### src/rtl/pc_return_stack.sv
// pc_return_stack
//
// Return-address stack that feeds the program counter's stack input.
// A CALL pushes the return address. A RET pops, and the PC loads TOP on
// that same edge, so it captures the entry as it was before the pop.
//
// Parameters
//   n           data width (PC address width)
//   DEPTH_LOG2  log2 of the entry count; DEPTH = 2**DEPTH_LOG2
//
// Ports
//   CLK        system clock, rising edge
//   RST        asynchronous, active-high reset
//   PUSH       write DIN as the new top entry on this edge
//   POP        discard the top entry on this edge
//   CLR_ERR    synchronous clear of OVERFLOW/UNDERFLOW
//   DIN        return address to push
//   TOP        current top entry, combinational; 0 when empty
//   COUNT      number of valid entries, 0..DEPTH
//   EMPTY      COUNT == 0
//   FULL       COUNT == DEPTH
//   OVERFLOW   sticky: push attempted while full
//   UNDERFLOW  sticky: pop attempted while empty
module pc_return_stack #(
  parameter int n          = 10,
  parameter int DEPTH_LOG2 = 4
) (
  input  logic                  CLK,
  input  logic                  RST,
  input  logic                  PUSH,
  input  logic                  POP,
  input  logic                  CLR_ERR,
  input  logic [n-1:0]          DIN,
  output logic [n-1:0]          TOP,
  output logic [DEPTH_LOG2:0]   COUNT,
  output logic                  EMPTY,
  output logic                  FULL,
  output logic                  OVERFLOW,
  output logic                  UNDERFLOW
);

  localparam int DEPTH = 2 ** DEPTH_LOG2;
  localparam logic [DEPTH_LOG2:0] DEPTH_CNT = {1'b1, {DEPTH_LOG2{1'b0}}};
  localparam logic [DEPTH_LOG2:0] CNT_ONE   = {{DEPTH_LOG2{1'b0}}, 1'b1};

  logic [n-1:0]            mem [DEPTH];
  logic [DEPTH_LOG2-1:0]   top_idx;
  logic [DEPTH_LOG2-1:0]   wr_idx;
  logic                    wr_en;
  logic                    do_replace;
  logic                    do_push;
  logic                    do_pop;
  logic                    set_overflow;
  logic                    set_underflow;

  assign EMPTY = (COUNT == '0);
  assign FULL  = (COUNT == DEPTH_CNT);

  // Index of the top entry. Working only on the low bits makes COUNT=DEPTH
  // wrap to DEPTH-1, which is exactly the top slot; the value is unused
  // when empty because TOP is forced to zero then.
  assign top_idx = COUNT[DEPTH_LOG2-1:0] - {{(DEPTH_LOG2-1){1'b0}}, 1'b1};

  // PUSH+POP together is a replace of the top entry, valid even when full.
  assign do_replace    = PUSH &  POP & ~EMPTY;
  assign do_push       = PUSH & ~POP & ~FULL;
  assign do_pop        = POP  & ~PUSH & ~EMPTY;
  assign set_overflow  = PUSH & ~POP & FULL;
  // Any pop request on an empty stack, with or without PUSH, is an underflow.
  assign set_underflow = POP & EMPTY;

  assign wr_en  = do_replace | do_push;
  assign wr_idx = do_replace ? top_idx : COUNT[DEPTH_LOG2-1:0];

  assign TOP = EMPTY ? '0 : mem[top_idx];

  // Storage is deliberately not reset; COUNT alone defines what is valid.
  // Writes are suppressed while RST is high so pending pushes are dropped.
  always_ff @(posedge CLK) begin
    if (wr_en && !RST) begin
      mem[wr_idx] <= DIN;
    end
  end

  always_ff @(posedge CLK or posedge RST) begin
    if (RST) begin
      COUNT <= '0;
    end else if (do_push) begin
      COUNT <= COUNT + CNT_ONE;
    end else if (do_pop) begin
      COUNT <= COUNT - CNT_ONE;
    end
  end

  // A new error in the same cycle as CLR_ERR wins over the clear.
  always_ff @(posedge CLK or posedge RST) begin
    if (RST) begin
      OVERFLOW  <= 1'b0;
      UNDERFLOW <= 1'b0;
    end else begin
      OVERFLOW  <= set_overflow  | (OVERFLOW  & ~CLR_ERR);
      UNDERFLOW <= set_underflow | (UNDERFLOW & ~CLR_ERR);
    end
  end

endmodule

### config.mk
export PLATFORM = sky130hd
export DESIGN_NAME = pc_return_stack
export DESIGN_NICKNAME = d
export VERILOG_FILES = /design/src/rtl/pc_return_stack.sv
export SDC_FILE = /design/constraint.sdc
export NUM_CORES = 1
export LEC_CHECK = 0
export BUFFER_PORTS_ARGS = -buffer_cell sky130_fd_sc_hd__buf_2
export CORE_MARGIN = 1.5
export CORE_UTILIZATION = 40
export DETAILED_ROUTE_END_ITERATION = 10
export GPL_TIMING_DRIVEN = 0
export PLACE_DENSITY_LB_ADDON = 0.1
export SLEW_MARGIN = 20
export SYNTH_ARGS = -nofsm -noshare
export SYNTH_HDL_FRONTEND = slang
export SYNTH_SLANG_ARGS = --single-unit
### constraint.sdc
create_clock -name CLK -period 3.4 [get_ports CLK]
set_input_delay 0.17 -clock CLK [delete_from_list [all_inputs] [get_ports CLK]]
set_output_delay 0.17 -clock CLK [all_outputs]
set_load 0.01 [all_outputs]
==> impl_metrics.ini, run 1 <==
[status]
status = finished, final reports clean

[worst_setup_path]
cp-start-kind = register
crit_type = register to register
crit_fanout = 10
crit_arrival_ns = 3.27
crit_required_ns = 3.48
end_kind = register

[yosys]
yosysSeqAreaShare_pct = 71.39
synth-warning-count = 0
synth_edf_count = 160
syn_nets = 397
syn-cell-area_sq_um = 6975
ys_ff_latch = 167
syn_area_per_cell_sq_um = 18.55
synth_area_leaders = edfxtp_1, mux4_2, nand2b_1
syn_inst = 376
synth.top_cell.area_share_pct = 68.88
synth_cell_types = 42
synthFlopType = edfxtp_1
synthArstFlopShare_pct = 4.192
synth_top_area_cell = edfxtp_1

[die]
io_pins = 34
coreArea_sq_um = 17180
die_x_microns = 135.1
row_count = 48
initial_core_util_pct = 40.61
die_h_microns = 135.1
die-area_sq_um = 18240

[drt]
first_iter_violations = 215
drc = 0
vias = 3658
wirelength_microns = 16360
drtPass1Iterations = 5
viasPerCell = 5.468
ant_nets = 0
wire_per_inst_microns = 24.46

[global_route]
grt_antenna_before_repair = 0
overflow = 0
grtUsageTotal_pct = 19.38
grt_pass1_wl_microns = 24130
grt_pass1_vias = 3764
grt_max_degree = 17

[flow_run]
maxCapViolCount = 0

[timing]
relSlewSlack_pct = 52.55
finalCritPeriodShare_pct = 93.80
finalCriticalPeriod_ns = 3.189
hold_viol = 0
finClkSkew_ns = 0.01202
fmax_ghz = 0.3136
slew_violations = 0
whs_ns = 0.05378
worst_slew_pin_slew_ns = 0.7043
finalSetupViolations = 0

[clock_network]
cts_buffers = 17
htreeDepth = 4
clk_pin_slew_worst_paths_ns = 0.06
clockBufferDepth = 2
clock_latency_ns = 0.43
clock-sinks = 167
cts_tree = built
cts.root.buffer_cell = clkbuf_16

[cells_and_area]
fin_area_sq_um = 8163
layout.nets = 452
antenna_cells = 0
fin_cells = 669
drive_gt1_share_pct = 34.46
syn_to_final_growth_pct = 17.02
final_util_pct = 47.52

[power]
swShare_pct = 34.32
cellPowerDensity_nw_per_um2 = 904.6
p_int_w = 0.004850
peakVddDrop_v = 0.0004684
p_comb_share_pct = 41.4
p_leak_nw = 2.632
pwr-share-clk_pct = 25.3
switchingPower_w = 0.002535
power_frac_seq_pct = 33.3

[placement]
dp.cells = 634
hpwl_microns = 10830
portBuffers = 33
gp_congestion = 0.8598
dpl-instance-area_sq_um = 7422

[hold_path]
hold_path.class = input pin to register
## cells by family after synthesis
kind of cell / after synthesis / synth area share (%)
AND/OR/NAND/NOR: 82 / 6.493
XOR/XNOR: 5 / 0.6279
AO/OA/AOI/OAI: 48 / 5.596
buffers and inverters: 27 / 1.632
flip-flops: 167 / 71.39
adder cells (fa/ha/maj): 6 / 1.184
multiplexers: 41 / 13.08
## synth_stat cells, types with 4 or more instances
cell type    n
a31oi_1      4
o21ai_0     15
edfxtp_1   160
nand2b_1    31
nand2_1      9
clkbuf_1     9
nor2_1      23
mux4_2      40
inv_1        7
ha_1         5
buf_2        9
dfrtp_1      7
a21oi_1      5
a41oi_2     10
## power by group through the flow
stage | clock, W | sequential (W) | combinational [W]
global route | 0.00198 | 0.00247 | 0.00328
global placement | 0 | 0.00249 | 0.00290
finish | 0.00187 | 0.00246 | 0.00306
detailed placement | 0 | 0.00250 | 0.00290
CTS | 0.00190 | 0.00246 | 0.00306
floorplan | 0 | 0.00249 | 0.00188
## critical path: stages (launching register included)
cell	delay, ns
dfrtp_1	0.34
clkbuf_4	0.20
buf_8	0.18
buf_6	0.18
clkinvlp_4	0.15
ha_1	0.30
nor3b_1	0.27
a31oi_1	0.09
clkbuf_2	0.20
o22ai_1	0.19
nand2_1	0.30
nor2_4	0.42
## per-layer routing
layer	part of all wire (%)	global-route usage [%]
met5	0	0
met2	47	30.00
met1	47	27.63
met4	1.4	5.735
met3	4.7	4.429
## metrics by stage
stage | total power, W | TNS (ns) | worst slack, ns
2_1_floorplan | 0.004369 | 0 | 0.1831
3_3_place_gp | 0.005389 | -166.11 | -1.250
3_5_place_dp | 0.005404 | -170.20 | -1.329
4_1_cts | 0.007413 | 0 | 0.01062
5_1_grt | 0.007733 | -3.403 | -0.09639
6_report | 0.007384 | 0 | 0.2108
## cells in the final DEF, fill, tap and decap left out, drive strengths merged, types with 4 or more instances in the layout
cell type  instances
o21ai             17
mux4              40
inv                7
edfxtp           160
nand2b            31
nor2              23
dfrtp              7
clkinv             4
a31oi              4
ha                 5
a41oi             10
nand2              9
clkbuf            31
buf               46
a21oi              6
## path summary, 6_finish.rpt
path / from / cells past startpoint / slack, ns / endpoint
min reg2reg: UNDERFLOW / 2 / 0.53 / UNDERFLOW
min in group asynchronous: RST / 3 / 0.27 / COUNT[2]
max: COUNT[0] / 11 / 0.21 / mem[4][7]
max reg2reg: COUNT[0] / 11 / 0.21 / mem[4][7]
max in group asynchronous: RST / 3 / 2.87 / COUNT[0]
min: POP / 3 / 0.05 / UNDERFLOW
## final cells by class
| type | count | area, sq um |
|---|---|---|
| Fill cell | 1522 | 9014 |
| Sequential cell | 167 | 4980 |
| Multi-Input combinational cell | 182 | 1973 |
| Clock buffer | 24 | 471.7 |
| Tap cell | 225 | 281.5 |
| Timing Repair Buffer | 37 | 200.2 |
| Buffer | 18 | 123.9 |
| Clock inverter | 8 | 98.84 |
| Inverter | 8 | 33.78 |
## sequential cells by signal, indices dropped and copies added, names as in the netlist
signal,flops
UNDERFLOW,1
COUNT,5
mem,160
OVERFLOW,1
## repair_timing
action                                 in CTS  in global routing
hold buffers                                2                  0
setup endpoints to repair                 171                150
gates resized for setup                    35                 17
endpoints found under the hold margin       9                  0
gates cloned                                0                  0
buffers inserted                            2                  0
(Power assumes the default switching activity.)
==> inputs of run 2 (changes only) <==
--- a/config.mk
+++ b/config.mk
@@ -11,6 +11,7 @@
 export DETAILED_ROUTE_END_ITERATION = 10
 export GPL_TIMING_DRIVEN = 0
 export PLACE_DENSITY_LB_ADDON = 0.1
+export REMOVE_ABC_BUFFERS = 1
 export SLEW_MARGIN = 20
 export SYNTH_ARGS = -nofsm -noshare
 export SYNTH_HDL_FRONTEND = slang
==> run 2 against run 1 <==
- critical path depth down 2
- maximum frequency fell by 3.4%
- worst hold slack improved by 0.022 ns
- non-clock buffer count fell by 5
- worst setup slack worse by 0.11 ns
- critical endpoint is now mem[5][7]
- largest power group unchanged
==> impl_metrics.ini, run 2 (synthesis gave the netlist of run 1 again) <==
[global_route]
overflow = 0
grt_antenna_before_repair = 0
grtUsageTotal_pct = 18.86
grt_max_degree = 46
grt_pass1_vias = 3821
grt_pass1_wl_microns = 24070

[placement]
place_ws_ns = -0.7130
hpwl_microns = 9165
gp_congestion = 0.7402
portBuffers = 33
dp.cells = 616

[worst_setup_path]
crit_slowest_cell = dfrtp_4
crit_type = register to register
end_kind = register
max_stage_delay_ns = 0.63
rr_worst_depth = 9
crit_fanout = 16
cp_common_cell = nor2_1
worstPathCellList = clkinvlp_4, ha_4, or4b_4, inv_2, nor2_1, nor2_1, a22oi_1, nor2_4, buf_4
r2r_end = mem[5][7]
crit_arrival_ns = 3.41
cp-start-kind = register
crit_path_start = COUNT[0]
reg2reg_setup_slack_ns = 0.1
r2r-start = COUNT[0]
crit_required_ns = 3.51

[cells_and_area]
layout_commonest_cell = edfxtp_1
antenna_cells = 0
drive_gt1_share_pct = 34.10
regArea_sq_um = 4984
layout_common_cells = edfxtp_1, mux4_2, buf_2, nand2b_1, clkbuf_16
largest-register = mem
fin_cells = 662
final_util_pct = 48.19
n_fill_cell = 1464
syn_to_final_growth_pct = 18.67
top_regs = mem x160, COUNT x5
largest_reg_flops = 160
layout.nets = 447
multiInputGateArea_sq_um = 2052

[timing]
hold_viol = 0
finalCritPeriodShare_pct = 97.09
whs_ns = 0.07531
relSlewSlack_pct = 34.07
fmax_ghz = 0.3029
fin_ws_ns = 0.09882
worst_slew_pin_slew_ns = 0.9890
finClkSkew_ns = 0.009160
rsz0062_at_grt = true
finalSetupViolations = 0
slew_violations = 0
finalCriticalPeriod_ns = 3.301

[die]
die_h_microns = 135.1
initial_core_util_pct = 40.61
die-area_sq_um = 18240
io_pins = 34
row_count = 48
coreArea_sq_um = 17180
die_x_microns = 135.1

[drt]
viasPerCell = 5.515
vias = 3651
wire_per_inst_microns = 24.51
wirelength_microns = 16220
drc = 0
ant_nets = 0
first_iter_violations = 241
drtPass1Iterations = 4

[power]
swShare_pct = 34.50
switchingPower_w = 0.002454
p_comb_share_pct = 41.1
p_int_w = 0.004659
power_frac_seq_pct = 35.8
total_power_w = 0.007112
cellPowerDensity_nw_per_um2 = 859.2
pwr-share-clk_pct = 23.1
peakVddDrop_v = 0.0007534
p_leak_nw = 2.633

[clock_network]
clock_latency_ns = 0.42
clock-sinks = 167
clk_pin_slew_worst_paths_ns = 0.06
htreeDepth = 4
cts.root.buffer_cell = clkbuf_16
cts_buffers = 17
cts_tree = built
clockBufferDepth = 2

[hold_path]
whs_endpoint = OVERFLOW
hold_depth = 3
hold_path.class = input pin to register
hold_path.startpoint = PUSH

[status]
status = finished, final reports clean

[flow_run]
maxCapViolCount = 0
run 2: changes by cell type in the layout (fill, tap and decap cells not counted), sizes merged:
| cell | before | now |
|---|---|---|
| clkbuf | 31 | 19 |
| inv | 7 | 9 |
| buf | 46 | 47 |
| clkinv | 4 | 9 |
| bufinv | 2 | 0 |
| clkinvlp | 3 | 2 |
run 2: layer usage:
layer	track usage, %	up-vias	wire length [microns]
li1	-	1607	-
met1	26.30	1895	7098
met2	28.35	121	7639
met3	4.354	28	1005
met4	8.602	0	482
met5	0	-	0
run 2: worst max-delay path by stage:
stage / to / slack [ns] / depth (start not counted)
floorplan: mem[1][0] / -1.62 / 4
global placement: mem[5][2] / -4.46 / 4
detailed placement: mem[13][2] / -0.71 / 7
CTS: mem[7][3] / -0.09 / 7
global route: mem[5][6] / -0.05 / 9
finish: mem[5][7] / 0.1 / 9
run 2: worst max-delay path: cells and delay by family, from the launching register on:
kind	cells	cell delay, ns
flops	1	0.63
compound gates	1	0.31
simple gates	4	1.03
buf+inv	3	0.86
fa+ha+maj	1	0.16
run 2: final cells by class:
class | count | share of cell area [%]
multi-input cells | 182 | 24.79
inverters | 8 | 0.4081
repair buffers | 50 | 5.260
flip-flops and latches | 167 | 60.20
clock buffers | 18 | 5.184
clock inverters | 12 | 0.7557
well taps | 225 | 3.401
run 2: what timing repair did:
action                                  4_1_cts  5_1_grt
pin swaps                                     3        7
hold endpoints to repair                      9        0
hold buffers                                  2        0
endpoints found under the setup margin      130      113
resized for setup                            16        7
buffers inserted                              6        8
run 2: power by group through the flow:
stage / clock network, W / logic, W / registers, W
finish: 0.00164 / 0.00292 / 0.00255
global route: 0.00176 / 0.00315 / 0.00257
CTS: 0.00168 / 0.00275 / 0.00255
detailed placement: 0 / 0.00268 / 0.00259
global placement: 0 / 0.00254 / 0.00271
floorplan: 0 / 0.00170 / 0.00263
run 2: metrics by stage:
| stage | cell area [sq um] | TNS (ns) |
|---|---|---|
| after floorplan | 6892 | -247.52 |
| after global placement | 7338 | -691.52 |
| after detailed placement | 7432 | -45.75 |
| after CTS | 8074 | -1.705 |
| after global routing | 8278 | -0.9438 |
| final | 8278 | 0 |
